### src/rtl/ascii_uart_tx.sv
// ASCII byte sink: small FIFO in front of an 8N1 UART transmitter.
// One frame per FIFO entry, LSB first, with one idle cycle between frames.
module ascii_uart_tx #(
    parameter int unsigned CLK_HZ     = 50000000,
    parameter int unsigned BAUD       = 115200,
    parameter int unsigned FIFO_DEPTH = 8
) (
    input  logic                          clk,
    input  logic                          rst,
    input  logic [7:0]                    din,
    input  logic                          din_valid,
    output logic                          din_ready,
    output logic                          txd,
    output logic                          busy,
    output logic [$clog2(FIFO_DEPTH):0]   fifo_count,
    output logic                          overflow
);

    localparam int unsigned CLKS_PER_BIT = CLK_HZ / BAUD;
    localparam int unsigned CNT_W        = (CLKS_PER_BIT > 1) ? $clog2(CLKS_PER_BIT) : 1;
    localparam int unsigned PTR_W        = $clog2(FIFO_DEPTH);

    localparam logic [CNT_W-1:0] BAUD_LAST = CNT_W'(CLKS_PER_BIT - 1);
    localparam logic [PTR_W:0]   FIFO_FULL = (PTR_W + 1)'(FIFO_DEPTH);

    typedef enum logic [1:0] {StIdle, StStart, StData, StStop} state_e;

    // FIFO storage and bookkeeping
    logic [7:0]       mem [FIFO_DEPTH];
    logic [PTR_W-1:0] wr_ptr_q, rd_ptr_q;
    logic [PTR_W:0]   count_q, count_d;
    logic             ovf_q;
    logic             full, push, pop;

    // Transmitter state
    state_e           state_q, state_d;
    logic [CNT_W-1:0] baud_q, baud_d;
    logic [2:0]       bit_q, bit_d;
    logic [7:0]       shift_q, shift_d;
    logic             txd_q, txd_d;
    logic             busy_q, busy_d;
    logic             baud_tc;

    assign full = (count_q == FIFO_FULL);
    // A full FIFO rejects writes even when a pop frees a slot on the same edge.
    assign push = din_valid & ~full;
    assign pop  = (state_q == StIdle) & (count_q != '0);

    always_comb begin
        count_d = count_q;
        unique case ({push, pop})
            2'b10:   count_d = count_q + (PTR_W + 1)'(1);
            2'b01:   count_d = count_q - (PTR_W + 1)'(1);
            default: count_d = count_q;
        endcase
    end

    always_ff @(posedge clk) begin
        if (push) begin
            mem[wr_ptr_q] <= din;
        end
    end

    always_ff @(posedge clk or posedge rst) begin
        if (rst) begin
            wr_ptr_q <= '0;
            rd_ptr_q <= '0;
            count_q  <= '0;
            ovf_q    <= 1'b0;
        end else begin
            if (push) begin
                wr_ptr_q <= wr_ptr_q + PTR_W'(1);
            end
            if (pop) begin
                rd_ptr_q <= rd_ptr_q + PTR_W'(1);
            end
            count_q <= count_d;
            if (din_valid && full) begin
                ovf_q <= 1'b1;
            end
        end
    end

    assign baud_tc = (baud_q == BAUD_LAST);

    always_comb begin
        state_d = state_q;
        baud_d  = baud_q;
        bit_d   = bit_q;
        shift_d = shift_q;
        unique case (state_q)
            StIdle: begin
                if (pop) begin
                    shift_d = mem[rd_ptr_q];
                    baud_d  = '0;
                    state_d = StStart;
                end
            end
            StStart: begin
                if (baud_tc) begin
                    baud_d  = '0;
                    bit_d   = 3'd0;
                    state_d = StData;
                end else begin
                    baud_d = baud_q + CNT_W'(1);
                end
            end
            StData: begin
                if (baud_tc) begin
                    baud_d  = '0;
                    shift_d = {1'b0, shift_q[7:1]};
                    if (bit_q == 3'd7) begin
                        state_d = StStop;
                    end else begin
                        bit_d = bit_q + 3'd1;
                    end
                end else begin
                    baud_d = baud_q + CNT_W'(1);
                end
            end
            StStop: begin
                if (baud_tc) begin
                    baud_d  = '0;
                    state_d = StIdle;
                end else begin
                    baud_d = baud_q + CNT_W'(1);
                end
            end
            default: state_d = StIdle;
        endcase
    end

    // Line level is derived from the next state so txd is a clean flop output.
    always_comb begin
        txd_d  = 1'b1;
        busy_d = (state_d != StIdle);
        case (state_d)
            StStart: txd_d = 1'b0;
            StData:  txd_d = shift_d[0];
            default: txd_d = 1'b1;
        endcase
    end

    always_ff @(posedge clk or posedge rst) begin
        if (rst) begin
            state_q <= StIdle;
            baud_q  <= '0;
            bit_q   <= 3'd0;
            shift_q <= 8'h00;
            txd_q   <= 1'b1;
            busy_q  <= 1'b0;
        end else begin
            state_q <= state_d;
            baud_q  <= baud_d;
            bit_q   <= bit_d;
            shift_q <= shift_d;
            txd_q   <= txd_d;
            busy_q  <= busy_d;
        end
    end

    assign din_ready  = ~full;
    assign txd        = txd_q;
    assign busy       = busy_q;
    assign fifo_count = count_q;
    assign overflow   = ovf_q;

endmodule

### config.mk
export PLATFORM = sky130hd
export DESIGN_NAME = ascii_uart_tx
export DESIGN_NICKNAME = d
export VERILOG_FILES = /design/src/rtl/ascii_uart_tx.sv
export SDC_FILE = /design/constraint.sdc
export NUM_CORES = 1
export LEC_CHECK = 0
export ABC_AREA = 0
export CAP_MARGIN = 20
export CORE_MARGIN = 2
export CORE_UTILIZATION = 64
export DETAILED_ROUTE_END_ITERATION = 6
export PLACE_DENSITY = 0.84
export REMOVE_ABC_BUFFERS = 1
export SYNTH_ARGS = -nofsm -noshare
export SYNTH_HDL_FRONTEND = slang
export SYNTH_SLANG_ARGS = --single-unit
### constraint.sdc
create_clock -name clk -period 4.25 [get_ports clk]
set_input_delay 0.425 -clock clk [delete_from_list [all_inputs] [get_ports clk]]
set_output_delay 0.425 -clock clk [all_outputs]
set_load 0.005 [all_outputs]
Yosys cells after proc, flatten, opt, wreduce, memory -nomap -nowiden:

Memory sizes are Yosys's and may differ from the RTL's.
Index checks and enable logic that the tools add are counted.

* bits in registers: 35
* RAM bits: 64
* bits of input ports: 11
* output and inout bits: 8
* word-level logic and storage cells: 65
* memories kept: 1

Memory list
* mem: words 8, width 8, read ports 1, clocked after memory_dff 0, write ports 1, line 29 `logic [7:0] mem [FIFO_DEPTH];`

* add/subtract/negate cells: 6
* equality and inequality tests: 14
* mux-type cells: 20
* bitwise operators: 3
* reduce and logical (&&, ||, !) cells: 10

Operator list (count)
* 9-bit 2-to-1 mux: 2
* 9-bit case mux with 2 select lines: 1
* 8-bit 2-to-1 mux: 2
* 8-bit case mux with 2 select lines: 1
* 2-bit 2-to-1 mux: 5
* 3-bit by 1-bit adder with 3-bit output, second input constant: 3
* 9-bit by 1-bit adder with 9-bit output, second input constant: 1
* 9-bit == test, second input constant: 1
* 3-bit 2-to-1 mux: 3
* 2-bit == test, second input constant: 4
* 2-bit inequality test, second input constant: 4
* 2-bit case mux with 4 select lines: 1
* 4-bit case mux with 2 select lines: 1
* 2-bit nonzero test: 4
* 2-bit by 1-bit == test with 1-bit output, second input constant: 3
* 3-bit case mux with 2 select lines: 1
* 4-bit by 1-bit adder with 4-bit output, second input constant: 1
* 4-bit == test, second input constant: 1
* 4-bit AND reduction: 1
* 4-bit nonzero test: 1
* 4-bit by 1-bit subtractor with 4-bit output, second input constant: 1
* 3-bit == test, second input constant: 1
* 3-bit AND reduction: 1
* 3-bit OR reduction: 1
* other kinds (6): 8

Depth between registers and ports, before layout:

* depth in word-level cells: 6
* gate-level depth with buffers: 9
* mapped depth without buffers: 9

Worst setup path before layout:

No wires, ideal clock.

* path kind: register to register
* start point: register count_q[0] (netlist: fifo_count[0])
* end point: register count_q[3] (netlist: fifo_count[3])
* library setup time: 0.125 ns
* arrival: 2.619 ns
* data required time: 4.125 ns
* setup slack: 1.506 ns
* stages on the path, launching flop included: 10
* path buffers: 0
* period minus slack after synthesis: 2.744 ns
* cell sequence: dfrtp_1 -> or4b_2 -> and2_1 -> inv_1 -> ha_1 -> ha_1 -> a21o_1 -> a2111oi_0 -> nand4b_1 -> nand3_1

* cells in the longest elaborated chain, start to end: 5
* elaborated cells between the ends (all ways): 11
* those cells by class: add/sub: 2; eq/ne: 3; mux: 1; bitwise: 3; reduce/logical: 2

Ends and longest elaborated chain
* from (decl): line 31 `logic [PTR_W:0] count_q, count_d;`
* from (signal assigned): line 77 `count_q <= count_d;`
* 4-bit == test (*): line 44 `assign full = (count_q == FIFO_FULL);`
* 1-bit NOT (*)
* net din_ready: line 12 `output logic din_ready,`
* 1-bit bitwise AND (*): line 46 `assign push = din_valid & ~full;`
* 2-bit by 1-bit == test with 1-bit output / 2-bit == test (equally long branches): line 51 `unique case ({push, pop})`
* 4-bit case mux with 2 select lines / 2-bit nonzero test (equally long branches)

Mark *: on every way through the listed nets, which the timed path passes. The rest lies on a longest branch.
A chain may end at the register's enable or synchronous reset.

Worst setup path in the final report:

* start point: register count_q[0] (netlist: fifo_count[0])
* end point: register count_q[3] (netlist: fifo_count[3])

* cells in the longest elaborated chain, start to end: 5
* elaborated cells between the ends (all ways): 11
* those cells by class: add/sub: 2; eq/ne: 3; mux: 1; bitwise: 3; reduce/logical: 2

Ends and longest elaborated chain (line)
* 4-bit == test: 44
* 1-bit NOT: 46
* 1-bit bitwise AND: 46
* 2-bit by 1-bit == test with 1-bit output / 2-bit == test (equally long branches): 51
* 4-bit case mux with 2 select lines / 2-bit nonzero test (equally long branches)

Parallel ways exist; a longest one is shown, timed or not.

==> impl_metrics.csv <==
group,metric,value,unit
status,status,"completed",
pwr,swShare,28.0,%
timing,timing_hold_violations_final,0,
floorplan,rows,29,
grt,grt_pass1_wl,12500,µm
timing,period_share,70.9,%
floorplan,initial_utilization,66.2,%
grt,grt_usage,23.2,%
final_layout,final_cell_mix,"edfxtp_1, dfrtp_1, nand2_1",
synthesis,synth-compound-area-share,8.37,%
final_layout,fin_cells,387,
clock_network,hold_buffers,0,
route,detail_route.drc_violations,0,
setup_path,startpoint,"fifo_count[0]",
floorplan,ios,19,
place,dp_slack,1320,ps
pwr,max-vdd-ir-drop,0.337,mV
place,dp_hpwl,5140,µm
synthesis,yosys.area_share.simple,9.85,%
route,routedWlPerCell,19.9,µm
final_layout,final_common_cell,"edfxtp_1",
timing,clock.fmax,332,MHz
setup_path,cp-start-kind,"flip-flop",
flow_run,cap_violations,0,
setup_path,crit_slowest_cell,"or4b_2",
setup_path,critPathKind,"reg2reg",
floorplan,dieArea,7270,µm²
setup_path,cp.required,4500,ps
route,drt-initial-drc-count,182,
setup_path,cp_common_cell,"ha_1",
pwr,clkPwrFrac,27.6,%
place,placed_cells,370,
synthesis,synth_seq_area_share,66.2,%
synthesis,netlist_area,4230,µm²
synthesis,synthAdderAreaFrac,3.14,%
synthesis,synth_edf_count,64,
setup_path,endpoint_kind,"flip-flop",
pwr,comb_power_share,15.0,%
min_path,hp-class,"in2async",
place,place.gp.congestion,0.788,
clock_network,cts_tree,"built",
synthesis,synth_top_family_by_area,"simple AND/OR/NAND/NOR gates",
place,portBuffers,18,
route,via_count,2465,
pwr,power_density,452,nW/µm²
final_layout,fillCellCount,406,
clock_network,cts-buffers-inserted,9,
timing,tns,0,ps
timing,layout_min_cycle_time,3010,ps
final_layout,area_growth,11.7,%
clock_network,clock_latency,360,ps
pwr,p_sw,0.598,mW
clock_network,root_buffer,"clkbuf_8",
route,dr.pass1.iters,4,
final_layout,drive_above_1_share,14.8,%
timing,maxSlewHeadroom,30.6,%
synthesis,synthArstFlopShare,35.4,%
route,ant_nets,0,
grt,antenna_found_initial,0,
floorplan,chipWidth,85.3,µm
grt,grt_pass1_vias,2490,
synthesis,avgSynthCellArea,15.2,µm²
pwr,p_leak,1.76,nW
synthesis,synth_ff_type,"edfxtp_1",
pwr,internal_power,1.54,mW
setup_path,endpoint,"fifo_count[3]",
grt,grt_overflow_total,0,
setup_path,arrival,3260,ps
synthesis,syn_inst,279,
setup_path,max_stage_delay,730,ps
clock_network,cts_resized,0,
setup_path,worstPathCellList,"or4b_2 > and2_1 > inv_1 > ha_1 > ha_1 > a21o_1 > a2111oi_0 > nand4b_1 > nand3_1",
floorplan,die_height,85.3,µm
floorplan,core_area,6390,µm²
timing,final.setup.worst_slack,1240,ps
setup_path,rr_worst_depth,9,
timing,finalMaxSlewViolations,0,
final_layout,final_nets,326,
clock_network,cts_buffer_depth,2,
timing,clock_skew,9.03,ps
timing,hold_slack,451,ps
final_layout,antenna_cells,0,
grt,grt_max_degree,36,
synthesis,ys_warn_count,0,
synthesis,synth.distinct_cells,53,
setup_path,crit_fanout,6,
clock_network,cts_sinks,99,
timing,tightest_slew,1030,ps
setup_path,r2r_setup_slack,1240,ps
clock_network,path_clk_slew,100,ps
setup_path,reg2reg_from,"fifo_count[0]",
route,routed_wl,7700,µm
pwr,seqPwrFrac,57.4,%
synthesis,synthMuxAreaShare,9.26,%
timing,setup_viol,0,
route,vias_per_cell,6.37,
clock_network,post_cts_buffers,0,
clock_network,htreeDepth,3,
synthesis,synth_seq_cells,99,
timing,grt_setup_unrepaired,"no",
synthesis,synth_xor_area_share,1.45,%
setup_path,reg2reg_to,"fifo_count[3]",
==> metrics by stage <==
stage          cell area (µm²)  utilization, %  total power, mW
6_report                  4730            74.0             2.14
5_1_grt                   4730            74.0             2.23
4_1_cts                   4700            73.6             2.15
3_5_place_dp              4500            70.5             1.57
3_3_place_gp              4500            70.5             1.54
2_1_floorplan             4200               -             1.41
==> cell usage after synthesis (2+ instances only) <==
master,instances,area [µm²]
nor3_1,6,30.0
xnor2_1,5,43.8
nand2b_1,5,31.3
nand4_1,3,18.8
mux4_2,16,360
a221o_1,6,60.1
ha_1,9,113
xor2_1,2,17.5
clkbuf_1,4,15.0
inv_1,12,45.0
buf_2,2,10.0
o21ai_0,9,45.0
nand2_1,28,105
and3_1,2,12.5
mux2i_1,2,20.0
a21oi_1,6,30.0
a22o_1,11,96.3
nor2_1,10,37.5
edfxtp_1,64,1920
or3_1,2,12.5
a31oi_1,5,31.3
nand3_1,5,25.0
dfrtp_1,34,851
and2_1,2,12.5
==> worst min path at each step <==
stage	startpoint	cells past startpoint	slack, ps	endpoint
2_1_floorplan	rd_ptr_q[2]	1	470	rd_ptr_q[2]
6_report	rst	3	450	baud_q[0]
5_1_grt	overflow	1	510	overflow
4_1_cts	rst	3	460	baud_q[2]
3_3_place_gp	overflow	1	460	overflow
3_5_place_dp	overflow	1	470	overflow
==> power by group through the flow <==
| stage | logic (mW) | registers [mW] | clock network, mW |
|---|---|---|---|
| 3_3_place_gp | 0.304 | 1.24 | 0 |
| 2_1_floorplan | 0.185 | 1.23 | 0 |
| 4_1_cts | 0.323 | 1.23 | 0.601 |
| 5_1_grt | 0.349 | 1.24 | 0.637 |
| 6_report | 0.320 | 1.23 | 0.590 |
| 3_5_place_dp | 0.321 | 1.25 | 0 |
==> flip-flops by register name, summed over array words and instances, names as in the netlist <==
| signal | cells |
|---|---|
| txd | 1 |
| overflow | 1 |
| bit_q | 3 |
| mem | 64 |
| busy | 1 |
| state_q | 2 |
| wr_ptr_q | 3 |
| rd_ptr_q | 3 |
| fifo_count | 4 |
| shift_q | 8 |
| baud_q | 9 |
==> cell type report <==
class                           count  area, µm²  share of cell area, %
Sequential cell                    99       2800                   59.2
Multi-Input combinational cell    161       1360                   28.7
Timing Repair Buffer               22        230                   4.87
Clock buffer                        9        124                   2.62
Tap cell                           77       96.3                   2.04
Clock inverter                      7       75.1                   1.59
Inverter                           12       45.0                  0.953
==> logic make-up after synthesis <==
logic type / count (synthesis)
xor gates and xnor gates: 7
adders and majority gates: 10
AOI/OAI and AO/OA: 48
and+or+nand+nor: 77
buffers and inverters: 19
muxes: 19
DFF: 99
==> per-layer routing <==
metal | vias to the layer above | track usage, % | part of all wire [%]
li1 | 1138 | - | -
met1 | 1238 | 29.8 | 41
met2 | 83 | 38.5 | 53
met3 | 6 | 5.74 | 5.0
met4 | 0 | 9.24 | 0.91
met5 | - | 0 | 0
==> critical path, delay by kind of cell, from the launching register on <==
family	cells	cell delay [ps]
AOI/OAI and AO/OA	2	600
adders and majority gates	2	510
and+or+nand+nor	4	1210
DFF	1	460
buffers and inverters	1	110
Power figures use the tool's default switching activity.
